## config.mk

```make
export PLATFORM = sky130hd
export DESIGN_NAME = plot_fb_writer
export DESIGN_NICKNAME = d
export VERILOG_FILES = /design/src/rtl/plot_fb_writer.sv
export SDC_FILE = /design/constraint.sdc
export NUM_CORES = 1
export LEC_CHECK = 0
export BUFFER_PORTS_ARGS = -buffer_cell sky130_fd_sc_hd__buf_2
export CORE_ASPECT_RATIO = 0.8
export CORE_MARGIN = 2
export CORE_UTILIZATION = 54
export DETAILED_ROUTE_END_ITERATION = 10
export PLACE_DENSITY = 0.74
export SKIP_LAST_GASP = 1
export SYNTH_ARGS = -nofsm -noshare
export SYNTH_HDL_FRONTEND = slang
export SYNTH_SLANG_ARGS = --single-unit
```

## constraint.sdc

```tcl
create_clock -name clk -period 4.5 [get_ports clk]
set_input_delay 0.225 -clock clk [delete_from_list [all_inputs] [get_ports clk]]
set_output_delay 0.225 -clock clk [all_outputs]
set_load 0.01 [all_outputs]
```

## src/rtl/plot_fb_writer.sv

```systemverilog
// Plot-request receiver: FIFO-buffered pixel writes into a 160x120 framebuffer plus a full-screen clear.
// Optional feature macro: PLOT_FB_CLIP_COUNT_EN (saturating count of clipped requests on drop_count).
module plot_fb_writer #(
  parameter int FIFO_DEPTH = 4,
  parameter int SCREEN_W   = 160,
  parameter int SCREEN_H   = 120
) (
  input  logic        clk,
  input  logic        reset,
  input  logic [7:0]  in_x,
  input  logic [6:0]  in_y,
  input  logic [8:0]  in_colour,
  input  logic        in_plot,
  output logic        in_ready,
  input  logic        clear_go,
  input  logic [8:0]  clear_colour,
  output logic        busy,
  output logic [14:0] mem_address,
  output logic [8:0]  mem_data,
  output logic        mem_wren,
  output logic [7:0]  drop_count
);

  localparam int          PW        = $clog2(FIFO_DEPTH);
  localparam logic [14:0] LAST_ADDR = 15'(SCREEN_W * SCREEN_H - 1);
  localparam logic [7:0]  X_LIM     = 8'(SCREEN_W);
  localparam logic [6:0]  Y_LIM     = 7'(SCREEN_H);

  typedef enum logic {S_IDLE = 1'b0, S_CLEAR = 1'b1} state_t;

  state_t        r_state, w_state_nxt;
  logic [23:0]   r_fifo [FIFO_DEPTH];
  logic [PW-1:0] r_wr_ptr, r_rd_ptr;
  logic [PW:0]   r_count;
  logic [14:0]   r_clr_cnt, w_clr_cnt_nxt;
  logic [8:0]    r_clr_colour, w_clr_colour_nxt;
  logic          w_full, w_empty, w_push, w_pop, w_in_range;
  logic [7:0]    w_hx;
  logic [6:0]    w_hy;
  logic [8:0]    w_hc;
  logic [14:0]   w_pix_addr;
  logic          w_wren_nxt, w_busy_nxt;
  logic [14:0]   w_addr_nxt;
  logic [8:0]    w_data_nxt;

  assign w_full   = (r_count == (PW+1)'(FIFO_DEPTH));
  assign w_empty  = (r_count == '0);
  assign in_ready = !w_full;
  assign w_push   = in_plot && !w_full;
  // clear_go takes priority over a pending pop; the entry stays queued
  assign w_pop    = (r_state == S_IDLE) && !clear_go && !w_empty;

  assign {w_hx, w_hy, w_hc} = r_fifo[r_rd_ptr];
  assign w_in_range = (w_hx < X_LIM) && (w_hy < Y_LIM);
  // y*160 + x as shifts: (y<<7) + (y<<5) + x
  assign w_pix_addr = {1'b0, w_hy, 7'd0} + {3'd0, w_hy, 5'd0} + {7'd0, w_hx};

  // FIFO payload storage
  always_ff @(posedge clk) begin
    if (w_push) begin
      r_fifo[r_wr_ptr] <= {in_x, in_y, in_colour};
    end
  end

  // FIFO pointers and occupancy
  always_ff @(posedge clk) begin
    if (reset) begin
      r_wr_ptr <= '0;
      r_rd_ptr <= '0;
      r_count  <= '0;
    end else begin
      if (w_push) r_wr_ptr <= r_wr_ptr + PW'(1);
      if (w_pop)  r_rd_ptr <= r_rd_ptr + PW'(1);
      r_count <= r_count + {{PW{1'b0}}, w_push} - {{PW{1'b0}}, w_pop};
    end
  end

  // State register plus registered outputs and clear bookkeeping
  always_ff @(posedge clk) begin
    if (reset) begin
      r_state      <= S_IDLE;
      r_clr_cnt    <= 15'd0;
      r_clr_colour <= 9'd0;
      mem_wren     <= 1'b0;
      mem_address  <= 15'd0;
      mem_data     <= 9'd0;
      busy         <= 1'b0;
    end else begin
      r_state      <= w_state_nxt;
      r_clr_cnt    <= w_clr_cnt_nxt;
      r_clr_colour <= w_clr_colour_nxt;
      mem_wren     <= w_wren_nxt;
      mem_address  <= w_addr_nxt;
      mem_data     <= w_data_nxt;
      busy         <= w_busy_nxt;
    end
  end

  // Next-state logic
  always_comb begin
    w_state_nxt = r_state;
    case (r_state)
      S_IDLE: begin
        if (clear_go) w_state_nxt = S_CLEAR;
        else          w_state_nxt = S_IDLE;
      end
      S_CLEAR: begin
        if (r_clr_cnt == LAST_ADDR) w_state_nxt = S_IDLE;
        else                        w_state_nxt = S_CLEAR;
      end
      default: w_state_nxt = S_IDLE;
    endcase
  end

  // Output logic: next values for the registered write port, busy and clear counter
  always_comb begin
    w_wren_nxt       = 1'b0;
    w_addr_nxt       = mem_address;
    w_data_nxt       = mem_data;
    w_busy_nxt       = 1'b0;
    w_clr_cnt_nxt    = r_clr_cnt;
    w_clr_colour_nxt = r_clr_colour;
    case (r_state)
      S_IDLE: begin
        if (clear_go) begin
          w_busy_nxt       = 1'b1;
          w_clr_cnt_nxt    = 15'd0;
          w_clr_colour_nxt = clear_colour;
        end else if (w_pop && w_in_range) begin
          w_wren_nxt = 1'b1;
          w_addr_nxt = w_pix_addr;
          w_data_nxt = w_hc;
        end else begin
          w_wren_nxt = 1'b0;
        end
      end
      S_CLEAR: begin
        w_wren_nxt = 1'b1;
        w_addr_nxt = r_clr_cnt;
        w_data_nxt = r_clr_colour;
        if (r_clr_cnt == LAST_ADDR) begin
          w_busy_nxt    = 1'b0;
          w_clr_cnt_nxt = 15'd0;
        end else begin
          w_busy_nxt    = 1'b1;
          w_clr_cnt_nxt = r_clr_cnt + 15'd1;
        end
      end
      default: begin
        w_wren_nxt = 1'b0;
      end
    endcase
  end

`ifdef PLOT_FB_CLIP_COUNT_EN
  logic [7:0] r_drop_count;
  logic       w_drop_inc;

  assign w_drop_inc = w_pop && !w_in_range;
  assign drop_count = r_drop_count;

  // Saturating count of clipped (off-screen) requests
  always_ff @(posedge clk) begin
    if (reset) begin
      r_drop_count <= 8'd0;
    end else if (w_drop_inc && (r_drop_count != 8'hFF)) begin
      r_drop_count <= r_drop_count + 8'd1;
    end
  end
`else
  assign drop_count = 8'd0;
`endif

endmodule

```

# Word level (Yosys, flattened, before mapping)
# Memory sizes are Yosys's and may differ from the RTL's. A register that Yosys moved wholly into a read port is not among the register bits.
# Index checks and enable logic that the tools add are counted.
[totals] register_bits=57 latch_bits=0 ram_bits=96 mem_bits_ro=0 input_bits=37 elab_cells=55 n_memories=1
[mem_list] memory="r_fifo" depth=4 width=24 read_ports=1 rd_clocked_by_memory_dff=1 wr=1 line="32" rtl="logic [23:0] r_fifo [FIFO_DEPTH];"
[op_classes] addsub=7 n_mul=0 n_div=0 magnitude_cmp=2 n_eq_ne=5 n_shift=0 mux=19 bitwise=1 reduce_logical=11
[ops] op="15-bit 2-to-1 mux" count=4
[ops] op="15-bit one-hot mux with 2 select lines" count=2
[ops] op="9-bit 2-to-1 mux" count=2
[ops] op="9-bit one-hot mux with 2 select lines" count=1
[ops] op="14-bit by 12-bit adder with 15-bit output" count=1
[ops] op="15-bit by 1-bit adder with 15-bit output, second input constant" count=1
[ops] op="15-bit by 8-bit adder with 15-bit output" count=1
[ops] op="15-bit == test, second input constant" count=1
[ops] op="8-bit < comparator, second input constant" count=1
[ops] op="7-bit < comparator, second input constant" count=1
[ops] op="1-bit 2-to-1 mux" count=6
[ops] op="1-bit logical AND" count=5
[ops] op="2-bit by 1-bit adder with 2-bit output, second input constant" count=2
[ops] op="2-bit 2-to-1 mux" count=2
[ops] op="2-bit inequality test, second input constant" count=2
[ops] op="1-bit one-hot mux with 2 select lines" count=2
[ops] op="2-bit AND reduction" count=2
[ops] op="3-bit by 1-bit adder with 3-bit output" count=1
[ops] op="3-bit == test, second input constant" count=1
[ops] op="1-bit logical NOT" count=3
[ops] op="3-bit logical NOT" count=1
[ops] op="3-bit by 1-bit subtractor with 3-bit output" count=1
[ops] op="2-bit by 1-bit inequality test with 1-bit output, second input constant" count=1
[ops] op="1-bit NOT" count=1

# Longest topological paths before layout
# Gate-level depths: netlist (run 1).
[depth] ltp_word=7 ltp_mapped=13 ltp_nobuf=12

# Worst setup path before layout (run 1)
# Ideal clock, no wire load.
[synth_timing] path_kind="reg2reg" start="register with a tool-made name" end="register mem_address[14]" setup_time_ns=0.131 arrival_ns=3.131 required_ns=4.369 setup_slack_ns=1.237 stages_incl_launch_ff=13 path_buffers=2 cell_sequence="dfxtp_1 -> clkbuf_1 -> clkbuf_1 -> mux4_2 -> inv_1 -> fa_1 -> inv_1 -> fa_1 -> a211oi_1 -> o21a_1 -> nor3b_1 -> o2111ai_1 -> o21ai_0"
[synth_lines] element="to (signal assigned)" line="93" rtl="mem_address <= w_addr_nxt;"
[synth_lines] element="to (decl)" line="18" rtl="output logic [14:0] mem_address,"

==> results of run 1 <==
-- cell usage after synthesis (6+ instances only) --
master    number  area (um^2)
a21oi_1       37          185
a22oi_1       23          173
a311oi_1      11         96.3
and3_1         8         50.1
buf_4          8         60.1
clkbuf_1      13         48.8
dfxtp_1       59         1180
edfxtp_1      96         2880
ha_1          20          250
inv_1         15         56.3
mux4_1        11          289
mux4_2        13          293
nand2_1       54          203
nand3_1        6         30.0
nor2_1        24         90.1
o21ai_0        6         30.0
-- through the flow --
step / util, % / power, mW
after floorplan: - / 2.71
after global placement: 59.5 / 2.99
after detailed placement: 59.5 / 3.05
after CTS: 64.7 / 4.54
after global routing: 64.7 / 4.75
final: 64.7 / 4.53
-- per-layer routing --
| metal | vias up | part of all wire, % | global-route usage (%) |
|---|---|---|---|
| met5 | - | 0 | 0 |
| met4 | 0 | 1.3 | 8.88 |
| met3 | 17 | 5.7 | 5.66 |
| met2 | 142 | 48 | 33.7 |
| met1 | 2036 | 45 | 28.7 |
| li1 | 1953 | - | - |
-- power by group through the flow --
stage               Sequential (mW)  Clock (mW)  Combinational, mW
finish                         1.79        1.48               1.26
global route                   1.81        1.56               1.38
CTS                            1.79        1.50               1.25
detailed placement             1.82           0               1.23
global placement               1.80           0               1.19
floorplan                      1.79           0              0.915
-- worst max-delay path, stage by stage, from the launching register on --
cell	delay, ps
dfxtp_1	860
buf_4	280
mux4_2	540
ha_1	200
ha_1	210
fa_1	440
a211oi_1	340
o21a_1	220
nor3b_1	70
o2111ai_1	170
o21ai_0	100
-- worst paths after layout --
| kind | startpoint | endpoint | slack, ps | cells past startpoint |
|---|---|---|---|---|
| worst max-delay path | register | mem_address[14] | 880 | 10 |
| worst min-delay path | in_x[7] | r_fifo[3][23] | 20 | 1 |
| worst max register to register | register | mem_address[14] | 880 | 10 |
| worst min register to register | mem_data[5] | mem_data[5] | 450 | 2 |
-- cells in the final DEF (no fill, tap or decap), types with 2 or more instances in the layout --
cell       count
a21oi_2        3
o21a_1         2
clkbuf_16     17
buf_4          8
a21o_1         2
a21oi_1       37
clkinv_4       3
xor2_1         5
inv_6          3
inv_8          3
o2111ai_1      3
edfxtp_1      96
nand2_1       54
clkbuf_1       2
and3_1         8
conb_1         8
buf_2         63
a311oi_1      11
o21ai_0        6
bufinv_16      3
inv_1         15
xnor2_1        4
ha_1          20
and2_1         4
mux4_2        13
nand2b_1       5
fa_1           3
nor3b_1        2
dfxtp_1       59
or2_2          2
mux4_1        11
nor3_1         3
nand4_1        3
a41oi_1        3
a22oi_1       23
nor2_1        24
nand3_1        6
a31oi_1        3
-- flip-flops by register name (all words and copies together), names as in the netlist, named ones only --
name	count
r_fifo	96
r_rd_ptr	2
r_state	1
r_wr_ptr	2
r_clr_colour	9
mem_wren	1
mem_data	9
r_clr_cnt	15
mem_address	15
r_count	3
-- cell type report --
| class | count | area (um^2) | share of cell area (%) |
|---|---|---|---|
| timing repair buffer | 71 | 375 | 4.96 |
| inverter | 15 | 56.3 | 0.744 |
| clock inverter | 13 | 181 | 2.40 |
| tap | 148 | 185 | 2.45 |
| clock buffer | 19 | 433 | 5.72 |
| multi-input combinational | 285 | 2270 | 30.0 |
| sequential | 155 | 4060 | 53.7 |
-- kinds of logic after synthesis --
group | Yosys count
DFF | 155
and+or+nand+nor | 118
AOI/OAI and AO/OA | 103
buffers and inverters | 45
muxes | 24
adders and majority gates | 23
xor gates and xnor gates | 9
other | 1
==> flow_summary.yaml, run 1 <==
timing:
  final.setup_skew_ps: 6.86
  hold_slack_ps: 22.1
  fmax_ghz: 0.276
  worst_slew_pin_slew_ps: 1090
  final.setup.worst_slack_ps: 876
  slew_viol_final: 0
  rsz0062_at_grt: "no"
  setup_violations: 0
  fin_crit_sh_pct: 80.5
  hold_viol_final: 0
  finalSetupTns_ps: 0
  layout_min_cycle_time_ps: 3620
  relSlewSlack_pct: 27.5
detailed_routing:
  drtPass1Iterations: 5
  drt.antenna.violating_nets: 0
  routedWlPerCell_um: 18.7
  routed_wl_um: 13200
  drc: 0
  first_iter_violations: 459
  vias: 4148
  viasPerCell: 5.88
setup_path:
  critPathLaunchType: "register"
  required_ps: 4760
  crit_type: "reg2reg"
  arrival_ps: 3880
  endpoint_kind: "register"
  crit_fanout: 13
min_path:
  hold_class: "in2reg"
cells_and_area:
  stdcell_area_um2: 7570
  instances_no_fill: 706
  syn2layout_area_growth_pct: 15.4
  drive_gt1_share_pct: 22.6
  n_antenna_cell: 0
  fill_cells: 870
  final_nets: 605
synthesis:
  synth_top_family_by_area: "compound AO/OA/AOI/OAI gates"
  ys_ff_latch: 155
  yosysWarningCount: 0
  synth_simple_gate_area_share_pct: 8.49
  synthXorXnorAreaFrac_pct: 1.20
  synthCells: 478
  synth_compound_area_share_pct: 10.9
  synthMuxAreaShare_pct: 8.87
  synth-edff-count: 96
  syn_area_per_cell_um2: 13.7
  async_flop_share_pct: 0
  synth-adder-area-share_pct: 4.73
  syn-cell-area_um2: 6560
  ys_types: 52
  seq_area_frac_synth_pct: 61.9
  synth-main-ff-cell: "edfxtp_1"
pwr:
  swShare_pct: 31.1
  p_leak_nw: 2.79
  power.density_nw_per_um2: 598
  clkPwrFrac_pct: 32.6
  vdd_ir_drop_max_mv: 0.574
  p_seq_share_pct: 39.4
  combPwrFrac_pct: 27.9
  p_int_mw: 3.12
  switchingPower_mw: 1.41
clock_tree:
  path_clk_slew_ps: 60
  cts.sinks: 155
  postCtsSetupBuffers: 0
  cts_htree_levels: 4
  cts_hold_buf: 0
  clk_latency_ps: 420
  post_cts_resized: 0
  cts_buffer_depth: 2
  cts_made_buffers: 17
  cts_root_buffer: "clkbuf_16"
  cts_tree: "yes"
placement:
  place.gp.congestion: 0.797
  dp_cells: 674
  port_buffers: 63
  post-place-ws_ps: 941
  hpwl_um: 8470
  place_area_um2: 6950
job:
  cap_violations: 0
status:
  status: "complete, no violations"
global_route:
  grt_overflow: 0
  antenna_found_initial: 0
  grt_pass1_vias: 3918
  grt_max_degree: 60
  grt_util_all_layers_pct: 21.3
  grt_pass1_wl_um: 20700
floorplanning:
  fp.dieH_um: 103
  io_pins: 72
  start_util_pct: 56.1
  dieArea_um2: 13100
  fp.coreArea_um2: 11700
  rows: 35
  die_x_um: 127
(Power assumes the default switching activity.)
==> run 2, diff against run 1 <==
Settings changed: CORE_UTILIZATION 54 to 53, PLACE_DENSITY 0.74 to 0.76.
Clock period 4.5 ns to 3.22 ns, I/O delays scaled along.
==> run 2 against run 1 <==
Clock skew shrank 1.4 ps. Combinational power is 46% higher. Die area is 1.8% higher. Highest routed layer unchanged. Worst hold slack better by 150 ps. Critical path type unchanged.
==> flow_summary.yaml, run 2 (same netlist as run 1, synthesis figures left out) <==
global_route:
  grt_util_all_layers_pct: 22.2
  grt_use_met3_pct: 5.84
  grt_pass1_wl_um: 22200
  grt-busiest-layer: "met2"
  grt_pass1_vias: 4313
  met2_usage_pct: 34.1
  grt_max_degree: 38
  grt_overflow: 0
  use_met1_pct: 30.4
  antenna_found_initial: 0
setup_path:
  critical-path-top-delay-family: "adder cells"
  crit_fanout: 8
  critPathLaunchType: "register"
  crit_type: "reg2reg"
  cp_cell_sequence: "mux4_1, ha_1, ha_1, fa_1, a211oi_1, o21a_1, nor3b_1, o2111ai_1, o21ai_0"
  arrival_ps: 3340
  critPathBufInv: 0
  cpPeakStageDelay_ps: 630
  endpoint_kind: "register"
  r2r_slack_ps: 140
  path_common_cell: "ha_1"
  required_ps: 3480
  slowest_stage: "mux4_1"
clock_tree:
  cts_root_buffer: "clkbuf_16"
  cts.sinks: 155
  path_clk_slew_ps: 60
  clk_latency_ps: 420
  cts_made_buffers: 17
  postCtsSetupBuffers: 0
  cts_tree: "yes"
  cts_htree_levels: 4
  cts_buffer_depth: 2
floorplanning:
  die_x_um: 128
  dieArea_um2: 13300
  rows: 36
  fp.dieH_um: 104
  io_pins: 72
  start_util_pct: 54.1
  fp.coreArea_um2: 12100
detailed_routing:
  drt.antenna.violating_nets: 0
  drc: 0
  vias: 4328
  drtPass1Iterations: 5
  viasPerCell: 5.78
  routed_wl_um: 14000
  first_iter_violations: 431
  routedWlPerCell_um: 18.7
timing:
  hold_viol_final: 0
  relSlewSlack_pct: 42.7
  layout_min_cycle_time_ps: 3080
  fmax_ghz: 0.325
  rsz0062_at_grt: "no"
  finalSetupTns_ps: 0
  setup_violations: 0
  slew_viol_final: 0
  final.setup.worst_slack_ps: 141
  final.setup_skew_ps: 5.50
  worst_slew_pin_slew_ps: 860
  fin_crit_sh_pct: 95.6
pwr:
  vdd_ir_drop_max_mv: 0.529
  power.density_nw_per_um2: 793
  p_leak_nw: 2.94
cells_and_area:
  top_regs: "r_fifo (96), mem_address (15), r_clr_cnt (15)"
  top_register: "r_fifo"
  n_antenna_cell: 0
  drive_gt1_share_pct: 22.4
  syn2layout_area_growth_pct: 20.8
  final_nets: 644
  mostFrequentLayoutCells: "96 x edfxtp_1, 63 x buf_2, 58 x dfxtp_1, 54 x nand2_1, 37 x a21oi_1"
  largest_reg_flops: 96
  final_common_cell: "edfxtp_1"
min_path:
  hold_class: "in2reg"
placement:
  post-place-ws_ps: 22.9
  port_buffers: 63
  hpwl_um: 8870
  place.gp.congestion: 0.793
job:
  cap_violations: 0
status:
  status: "complete, no violations"
## run 2: cell count changes in the layout (fill, tap and decap cells not counted), moves of 2 or more
| cell | delta |
|---|---|
| buf_4 | +6 |
| inv_8 | -2 |
| clkinvlp_4 | +2 |
| dlygate4sd3_1 | +33 |
## run 2: tightest hold or removal path: stages
cell and delay (ps):
buf_2 120, inv_1 60, a21oi_1 140, nor3b_1 60
## run 2: per-layer routing
layer | wire, um | share of wire, %
met3 | 1090 | 7.8
met2 | 6710 | 48
met1 | 5940 | 42
met5 | 0 | 0
met4 | 277 | 2.0
## run 2: worst paths after layout
kind	from	end	cells past startpoint
min	clear_go	r_clr_cnt[0]	4
min reg2reg	mem_data[1]	mem_data[1]	2
max reg2reg	register	mem_address[14]	9
max	register	mem_address[14]	9
## run 2: where the power goes
| group | internal (mW) | switching [mW] | total (mW) |
|---|---|---|---|
| Combinational | 0.794 | 1.05 | 1.84 |
| Clock | 1.16 | 0.811 | 1.97 |
| Sequential | 2.37 | 0.111 | 2.48 |
| Total | 4.32 | 1.97 | 6.29 |
## run 2: cell type report
class | instances | area (um^2)
Clock buffer | 18 | 429
Clock inverter | 14 | 161
Fill cell | 850 | 4190
Inverter | 15 | 56.3
Multi-Input combinational cell | 285 | 2270
Sequential cell | 155 | 4070
Tap cell | 152 | 190
Timing Repair Buffer | 110 | 751
## run 2: repair_timing
| action | CTS | global route |
|---|---|---|
| setup endpoints to repair | 3 | 2 |
| cloned | 0 | 0 |
| endpoints found under the hold margin | 105 | 0 |
| pin swaps | 0 | 0 |
| resized for setup | 1 | 1 |
| hold buffers | 33 | 0 |
## run 2: stage by stage
step | utilization, % | hold WS, ps | instances | power, mW | area [um^2]
2_1_floorplan | - | 260 | 485 | 3.78 | 6590
3_3_place_gp | 57.8 | 372 | 684 | 4.18 | 7000
3_5_place_dp | 57.8 | 376 | 684 | 4.27 | 7000
4_1_cts | 65.4 | 153 | 749 | 6.29 | 7930
5_1_grt | 65.4 | 196 | 749 | 6.60 | 7930
6_report | 65.4 | 170 | 749 | 6.29 | 7930
